--- src/rtl/vga_scan_timing.sv ---
// Free-running VGA raster timing generator: scan position, syncs and line/frame strobes.
// Optional VGA_FRAME_COUNT_EN adds an 8-bit frame counter output (frame_cnt).
module vga_scan_timing #(
  parameter int unsigned CLK_DIV   = 1,
  parameter int unsigned H_VISIBLE = 800,
  parameter int unsigned H_FRONT   = 56,
  parameter int unsigned H_SYNC    = 120,
  parameter int unsigned H_BACK    = 64,
  parameter int unsigned V_VISIBLE = 600,
  parameter int unsigned V_FRONT   = 37,
  parameter int unsigned V_SYNC    = 6,
  parameter int unsigned V_BACK    = 23,
  parameter bit          SYNC_POL  = 1'b1
) (
  input  logic        sysclk,
  input  logic        rst,
  output logic [21:0] display_addr,
  output logic        hsync,
  output logic        vsync,
  output logic        pixel_tick,
  output logic        line_start
`ifdef VGA_FRAME_COUNT_EN
  ,
  output logic [7:0]  frame_cnt
`endif
);

  localparam int unsigned PW      = 4;
  localparam int unsigned XW      = 10;
  localparam int unsigned CW      = 11;
  localparam int unsigned H_TOTAL = H_VISIBLE + H_FRONT + H_SYNC + H_BACK;
  localparam int unsigned V_TOTAL = V_VISIBLE + V_FRONT + V_SYNC + V_BACK;
  localparam int unsigned HS_BEG  = H_VISIBLE + H_FRONT;
  localparam int unsigned HS_END  = H_VISIBLE + H_FRONT + H_SYNC;
  localparam int unsigned VS_BEG  = V_VISIBLE + V_FRONT;
  localparam int unsigned VS_END  = V_VISIBLE + V_FRONT + V_SYNC;

  logic [PW-1:0] r_presc;
  logic [XW-1:0] r_x;
  logic [XW-1:0] r_y;
  logic [21:0]   r_display_addr;
  logic          r_hsync;
  logic          r_vsync;
  logic          r_pixel_tick;
  logic          r_line_start;

  logic          w_tick;
  logic          w_x_wrap;
  logic          w_y_wrap;
  logic [XW-1:0] w_nx;
  logic [XW-1:0] w_ny;
  logic [CW-1:0] w_nx_c;
  logic [CW-1:0] w_ny_c;
  logic          w_active;
  logic          w_frame_start;
  logic          w_hs_on;
  logic          w_vs_on;

  // Next scan position and its decode; only committed on a tick.
  always_comb begin
    w_tick        = (r_presc == PW'(CLK_DIV - 1));
    w_x_wrap      = (r_x == XW'(H_TOTAL - 1));
    w_y_wrap      = (r_y == XW'(V_TOTAL - 1));
    w_nx          = w_x_wrap ? '0 : r_x + XW'(1);
    w_ny          = r_y;
    if (w_x_wrap) w_ny = w_y_wrap ? '0 : r_y + XW'(1);
    w_nx_c        = {1'b0, w_nx};
    w_ny_c        = {1'b0, w_ny};
    w_active      = (w_nx_c < CW'(H_VISIBLE)) && (w_ny_c < CW'(V_VISIBLE));
    w_frame_start = (w_nx == '0) && (w_ny == '0);
    w_hs_on       = (w_nx_c >= CW'(HS_BEG)) && (w_nx_c < CW'(HS_END));
    w_vs_on       = (w_ny_c >= CW'(VS_BEG)) && (w_ny_c < CW'(VS_END));
  end

  always_ff @(posedge sysclk or posedge rst) begin
    if (rst) begin
      r_presc <= '0;
    end else begin
      r_presc <= w_tick ? '0 : r_presc + PW'(1);
    end
  end

  // Counters and registered outputs update together so flags never lag the position.
  always_ff @(posedge sysclk or posedge rst) begin
    if (rst) begin
      r_x            <= XW'(H_TOTAL - 1);
      r_y            <= XW'(V_TOTAL - 1);
      r_display_addr <= '0;
      r_hsync        <= ~SYNC_POL;
      r_vsync        <= ~SYNC_POL;
      r_pixel_tick   <= 1'b0;
      r_line_start   <= 1'b0;
    end else begin
      r_pixel_tick          <= w_tick;
      r_line_start          <= w_tick && (w_nx == '0);
      r_display_addr[20]    <= w_tick && w_frame_start;
      if (w_tick) begin
        r_x                   <= w_nx;
        r_y                   <= w_ny;
        r_display_addr[21]    <= w_active;
        r_display_addr[19:10] <= w_nx;
        r_display_addr[9:0]   <= w_ny;
        r_hsync               <= w_hs_on ? SYNC_POL : ~SYNC_POL;
        r_vsync               <= w_vs_on ? SYNC_POL : ~SYNC_POL;
      end
    end
  end

  assign display_addr = r_display_addr;
  assign hsync        = r_hsync;
  assign vsync        = r_vsync;
  assign pixel_tick   = r_pixel_tick;
  assign line_start   = r_line_start;

`ifdef VGA_FRAME_COUNT_EN
  logic [7:0] r_frame_cnt;

  always_ff @(posedge sysclk or posedge rst) begin
    if (rst) begin
      r_frame_cnt <= '0;
    end else if (w_tick && w_frame_start) begin
      r_frame_cnt <= r_frame_cnt + 8'd1;
    end
  end

  assign frame_cnt = r_frame_cnt;
`endif

endmodule

--- config.mk ---
export PLATFORM = sky130hd
export DESIGN_NAME = vga_scan_timing
export DESIGN_NICKNAME = d
export VERILOG_FILES = /design/src/rtl/vga_scan_timing.sv
export SDC_FILE = /design/constraint.sdc
export NUM_CORES = 1
export LEC_CHECK = 0
export ABC_AREA = 1
export CAP_MARGIN = 20
export CORE_MARGIN = 2
export CORE_UTILIZATION = 30
export DETAILED_ROUTE_END_ITERATION = 16
export PLACE_DENSITY_LB_ADDON = 0.1
export SYNTH_ARGS = -nofsm -noshare
export SYNTH_HDL_FRONTEND = slang
export SYNTH_SLANG_ARGS = --single-unit
--- constraint.sdc ---
create_clock -name sysclk -period 2.5 [get_ports sysclk]
set_input_delay 0.75 -clock sysclk [delete_from_list [all_inputs] [get_ports sysclk]]
set_output_delay 0.75 -clock sysclk [all_outputs]
set_load 0.02 [all_outputs]
# Word-level counts from Yosys, hierarchy flattened

Cells that the tools add are included.

Bits of input ports: 2
Register bits: 50
Logic and storage cells: 35
Output and inout bits: 26

Add/subtract/negate cells: 3
Equal/unequal tests: 2
Magnitude comparators: 6
Reduce and logical (&&, ||, !) cells: 9
Multiplexer cells: 6

Operator list:

| operator                                                  | count |
|---|---|
| < comparator 10 bit, second input constant                | 4 |
| 2-to-1 mux 10 bit                                         | 3 |
| adder 10 x 1 -> 10 bit, second input constant             | 2 |
| greater-or-equal comparator 10 bit, second input constant | 2 |
| logical NOT 10 bit                                        | 2 |
| equality test 10 bit, second input constant               | 1 |
| equality test 10 x 4 -> 1 bit, second input constant      | 1 |
| logical AND 1 bit                                         | 6 |
| adder 4 x 1 -> 4 bit, second input constant               | 1 |
| logical NOT 4 bit                                         | 1 |
| 2-to-1 mux 4 bit                                          | 1 |
| 2-to-1 mux 1 bit                                          | 2 |

# Depth between registers and ports, before layout

Word-level depth: 6
Mapped depth: 14
Gate-level depth less buffers: 14

# Worst setup path after synthesis

OpenSTA, ideal clock, no wires.

Path type: register to register
From: reg r_x[1]
To: reg r_vsync (netlist: vsync)
Path slack: 678 ps
Cell stages (with the launch flop): 12
Period minus slack after synthesis: 1822 ps
Required time: 2435 ps
Arrival time: 1757 ps
Setup time: 65 ps
Path through: dfstp_2 ha_1 nand3_4 nor3_4 nand2_1 nand2_2 nand3_1 nor2_2 nand2_1 a21oi_2 nand2_1 nand2_1

Longest elaborated chain between the ends: 5

RTL lines:

| item                                                                             | line | RTL |
|---|---|---|
| start, declared                                                                  | 39   | `logic [XW-1:0] r_x;` |
| start signal, assigned                                                           | 86   | `r_x <= XW'(H_TOTAL - 1);` |
| start signal, assigned                                                           | 98   | `r_x <= w_nx;` |
| equality test 10 x 4 -> 1 bit *                                                  | 62   | `w_x_wrap = (r_x == XW'(H_TOTAL - 1));` |
| 2-to-1 mux 10 bit *                                                              | 66   | `if (w_x_wrap) w_ny = w_y_wrap ? '0 : r_y + XW'(1);` |
| greater-or-equal comparator 10 bit / < comparator 10 bit (equally long branches) | 72   | `w_vs_on = (w_ny_c >= CW'(VS_BEG)) && (w_ny_c < CW'(VS_END));` |
| logical AND 1 bit *                                                              | 72   |  |
| 2-to-1 mux 1 bit *                                                               | 104  | `r_vsync <= w_vs_on ? SYNC_POL : ~SYNC_POL;` |
| end signal, assigned                                                             | 90   | `r_vsync <= ~SYNC_POL;` |
| end signal, assigned                                                             | 104  |  |
| end, declared                                                                    | 43   | `logic r_vsync;` |

Every way passes the cells marked *; elsewhere a longest branch is shown, timed or not.
A chain may end at the register's enable or synchronous reset.

==> results.rst <==
.. list-table::
   :header-rows: 1

   * - Metric
     - Value
   * - Outcome
     - complete, no violations
   * - Final weighted congestion in routability-driven placement
     - 0.891
   * - Post-route fraction of the period consumed by the critical path
     - 92.1%
   * - Register-to-Register Setup Slack
     - 0.38 ns
   * - Final-stage net count
     - 384
   * - P per Cell Area
     - 444 nW/um^2
   * - Crit path to
     - display_addr[2]
   * - Number of cells on the critical path
     - 1
   * - R2r endpoint
     - display_addr[21]$_DFFE_PP0P_
   * - Unique masters post-synth
     - 32
   * - Starting Density
     - 30.7%
   * - Total count of hold-check failures in the final report
     - 0
   * - Detailed Place HPWL
     - 4710 microns
   * - Portion of the post-synthesis area used by sequential elements
     - 39.3%
   * - Required time worst endpoint
     - 1.75 ns
   * - Final WL
     - 6340 microns
   * - Sum of buffers and inverters on the critical path
     - 1
   * - Syn_nets
     - 366
   * - Die Height
     - 95.5 microns
   * - Final critical delay including setup and external delays
     - 2.30 ns
   * - Synthesized area
     - 2510 sq um
   * - Congestion Overflow GR
     - 0
   * - Clock insertion delay at the later pin of the skew report
     - 0.30 ns
   * - Core outline area
     - 8180 sq um
   * - Average wire per standard cell
     - 13.1 microns
   * - Top-Level Pins
     - 28
   * - Critical R2R Launch
     - r_x[1]$_DFFE_PP1P_
   * - Number of placed instances, taps included
     - 474
   * - Violation count after the first detailed-routing iteration
     - 108
   * - Warning count from the yosys run
     - 0
   * - Number of vias per cell
     - 4.69
   * - Proportion of register bits with asynchronous set or reset after synthesis
     - 100%
   * - Post-CTS Hold Buffers
     - 0
   * - Post-Synthesis Cells
     - 358
   * - Cell family contributing the most delay on the critical path
     - buffers and inverters
   * - Port Buffer Count
     - 27
   * - Maximum clock path buffer count
     - 2
   * - Kind of start point of the critical path
     - register
   * - Worst endpoint data arrival time
     - 1.55 ns
   * - Leak Pwr
     - 1.44 nW
   * - Top achievable clock speed
     - 434 MHz
   * - Die ar.
     - 9130 sq um
   * - Maximum number of pins on one net before global-route repair
     - 40
   * - Vias post-DR
     - 2261
   * - Synth Flop Type
     - sky130_fd_sc_hd__dfrtp_1
   * - Instance area after placement
     - 2820 sq um
   * - Average cell area after synthesis
     - 7.02 sq um
   * - Tightest Pin Transition
     - 0.522 ns
   * - Antenna cell count
     - 0
   * - Post-route clock skew
     - 0.00766 ns
   * - Max stage delay on crit path
     - 0.68 ns
   * - Number of antenna violations at the first check in global routing
     - 0
   * - Maximum capacitance violations
     - 0
   * - Total number of placement rows
     - 33
   * - Slew Limit Fails
     - 0
   * - First-pass GRT wire length
     - 10600 microns
   * - Start point of the critical path
     - r_y[2]$_DFFE_PP0P_
   * - Post-DRT Antenna Nets
     - 0
   * - Most frequent standard cell in the layout excluding fill and tap cells
     - sky130_fd_sc_hd__nand2_1
   * - Area added between synthesis and finish
     - 17.7%
   * - Class of the most critical hold timing path
     - reg -> reg
   * - Category of the most critical setup path
     - reg -> out
   * - Series of cell instances along the critical path
     - clkdlybuf4s50_1
   * - Slack of the critical path
     - 0.198 ns
   * - IR Drop Worst-Case VDD
     - 0.000276 V
   * - Number of synthesized flops with an enable pin
     - 0
   * - Seq cells post-synth
     - 39
   * - Sinks on the clock net
     - 39
   * - Total Routing Usage GR
     - 15.2%
   * - Die extent in x
     - 95.5 microns
   * - Final setup violation count
     - 0
   * - Crit end category
     - output pin
   * - Clock-pin transition on the worst setup and hold timing paths
     - 0.09 ns
   * - Residual DRC
     - 0
   * - Detailed Routing Iterations Pass 1
     - 4
   * - Fraction of layout instances using a drive strength above 1
     - 9.81%
   * - Storage cell area
     - 987 sq um
   * - Post-route cell area
     - 2960 sq um
   * - CTS tree
     - built
   * - Top library cells by usage in the layout, fill and taps aside
     - sky130_fd_sc_hd__nand2_1, sky130_fd_sc_hd__inv_1, sky130_fd_sc_hd__nor2_1
   * - Setup repair after global routing missed its margin
     - no
   * - Vias in the first global route
     - 2068
   * - Worst-path fanout max
     - 11
   * - Number of filler instances in the final layout
     - 882
   * - Cell count of the worst reg-to-reg path
     - 12
   * - Worst slew margin relative to its limit
     - 65.2%
   * - Post-CTS Setup Bufs
     - 0
   * - Count of cells resized by post-cts repair
     - 0
   * - Worst slack, placed
     - 0.366 ns
   * - Root Driver
     - sky130_fd_sc_hd__clkbuf_8
   * - Number of standard cells in the layout, taps in and fillers out
     - 482
   * - Area of the multi-input gates
     - 1220 sq um
   * - Setup TNS
     - 0 ns
   * - Inserted Clock Buffers
     - 5
   * - Critical-path cell with the highest stage delay
     - sky130_fd_sc_hd__clkdlybuf4s50_1
   * - Count of H-tree levels built during CTS
     - 2
-- layout make-up --
type,instances,share of cell area (%)
Multi-Input combinational cell,251,41.3
Sequential cell,39,33.4
Timing Repair Buffer,30,9.90
Inverter,49,6.22
Tap cell,105,4.44
Clock inverter,3,2.41
Clock buffer,5,2.33
-- per-stage QoR --
step	util [%]	hold slack, ns	total power [W]
after global placement	34.5	0.460	0.000660
after floorplan	-	0.455	0.000652
after detailed placement	34.5	0.462	0.000660
final	36.2	0.484	0.00131
after global routing	36.2	0.517	0.00136
after CTS	36.2	0.490	0.00134
-- cell families (layout without fill, tap and decap cells) --
logic type                 count (synthesis)  in the layout  synth area share, %
xor gates and xnor gates                   4              4                 1.39
DFF                                       39             39                 39.3
and+or+nand+nor                          203            203                 36.0
adders and majority gates                  6              6                 2.99
buffers and inverters                     68             87                 12.1
AOI/OAI and AO/OA                         38             38                 8.21
-- registers in the layout, indices dropped and copies added (netlist names) --
| signal | count |
|---|---|
| display_addr | 12 |
| r_y | 10 |
| r_x | 9 |
| r_presc | 4 |
| hsync | 1 |
| line_start | 1 |
| pixel_tick | 1 |
| vsync | 1 |
-- worst min-delay path by stage --
stage / start / to / slack (ns) / cells past startpoint
2_1_floorplan: r_presc[0]$_DFF_PP0_ / r_presc[0]$_DFF_PP0_ / 0.45 / 1
3_3_place_gp: display_addr[11]$_DFFE_PP0P_ / display_addr[11]$_DFFE_PP0P_ / 0.46 / 2
6_report: display_addr[12]$_DFFE_PP0P_ / display_addr[12]$_DFFE_PP0P_ / 0.48 / 2
5_1_grt: display_addr[10]$_DFFE_PP0P_ / display_addr[10]$_DFFE_PP0P_ / 0.52 / 2
3_5_place_dp: display_addr[12]$_DFFE_PP0P_ / display_addr[12]$_DFFE_PP0P_ / 0.46 / 2
4_1_cts: display_addr[11]$_DFFE_PP0P_ / display_addr[11]$_DFFE_PP0P_ / 0.49 / 2
-- report_power, final --
part	leakage, nW	total (W)	internal [W]	switching, W
clock network	0.0703	0.000668	0.000406	0.000263
logic	0.885	0.0000153	0.00000249	0.0000128
registers	0.488	0.000631	0.000631	0
total	1.44	0.00131	0.00104	0.000275
-- synthesized netlist by cell type (2+ instances only) --
cell type | instances | area, sq um
sky130_fd_sc_hd__nand2_1 | 111 | 417
sky130_fd_sc_hd__buf_2 | 2 | 10.0
sky130_fd_sc_hd__xor2_1 | 3 | 26.3
sky130_fd_sc_hd__nor2_2 | 5 | 31.3
sky130_fd_sc_hd__clkbuf_1 | 4 | 15.0
sky130_fd_sc_hd__nor2_1 | 34 | 128
sky130_fd_sc_hd__nor3_1 | 3 | 15.0
sky130_fd_sc_hd__inv_1 | 46 | 173
sky130_fd_sc_hd__nand3_1 | 29 | 145
sky130_fd_sc_hd__dfstp_2 | 9 | 236
sky130_fd_sc_hd__o21bai_1 | 2 | 15.0
sky130_fd_sc_hd__o21ai_0 | 27 | 135
sky130_fd_sc_hd__nand4_1 | 12 | 75.1
sky130_fd_sc_hd__dfrtp_1 | 30 | 751
sky130_fd_sc_hd__buf_4 | 12 | 90.1
sky130_fd_sc_hd__a21oi_2 | 2 | 17.5
sky130_fd_sc_hd__ha_1 | 6 | 75.1
sky130_fd_sc_hd__nand2_2 | 2 | 12.5
sky130_fd_sc_hd__a21oi_1 | 5 | 25.0
sky130_fd_sc_hd__inv_2 | 2 | 7.51
-- worst min-delay path, stage by stage, from the launching register on --
cell and delay [ns]:
sky130_fd_sc_hd__dfrtp_1 0.36, sky130_fd_sc_hd__nand2_1 0.05, sky130_fd_sc_hd__nand2_1 0.05
-- routing by layer --
layer  global-route usage [%]  wire length (microns)
met1                     23.2                   3440
met2                     21.9                   2590
met3                     2.45                    234
met4                     4.40                     75
met5                        0                      0
No activity file was read; power rests on OpenSTA's default activity.
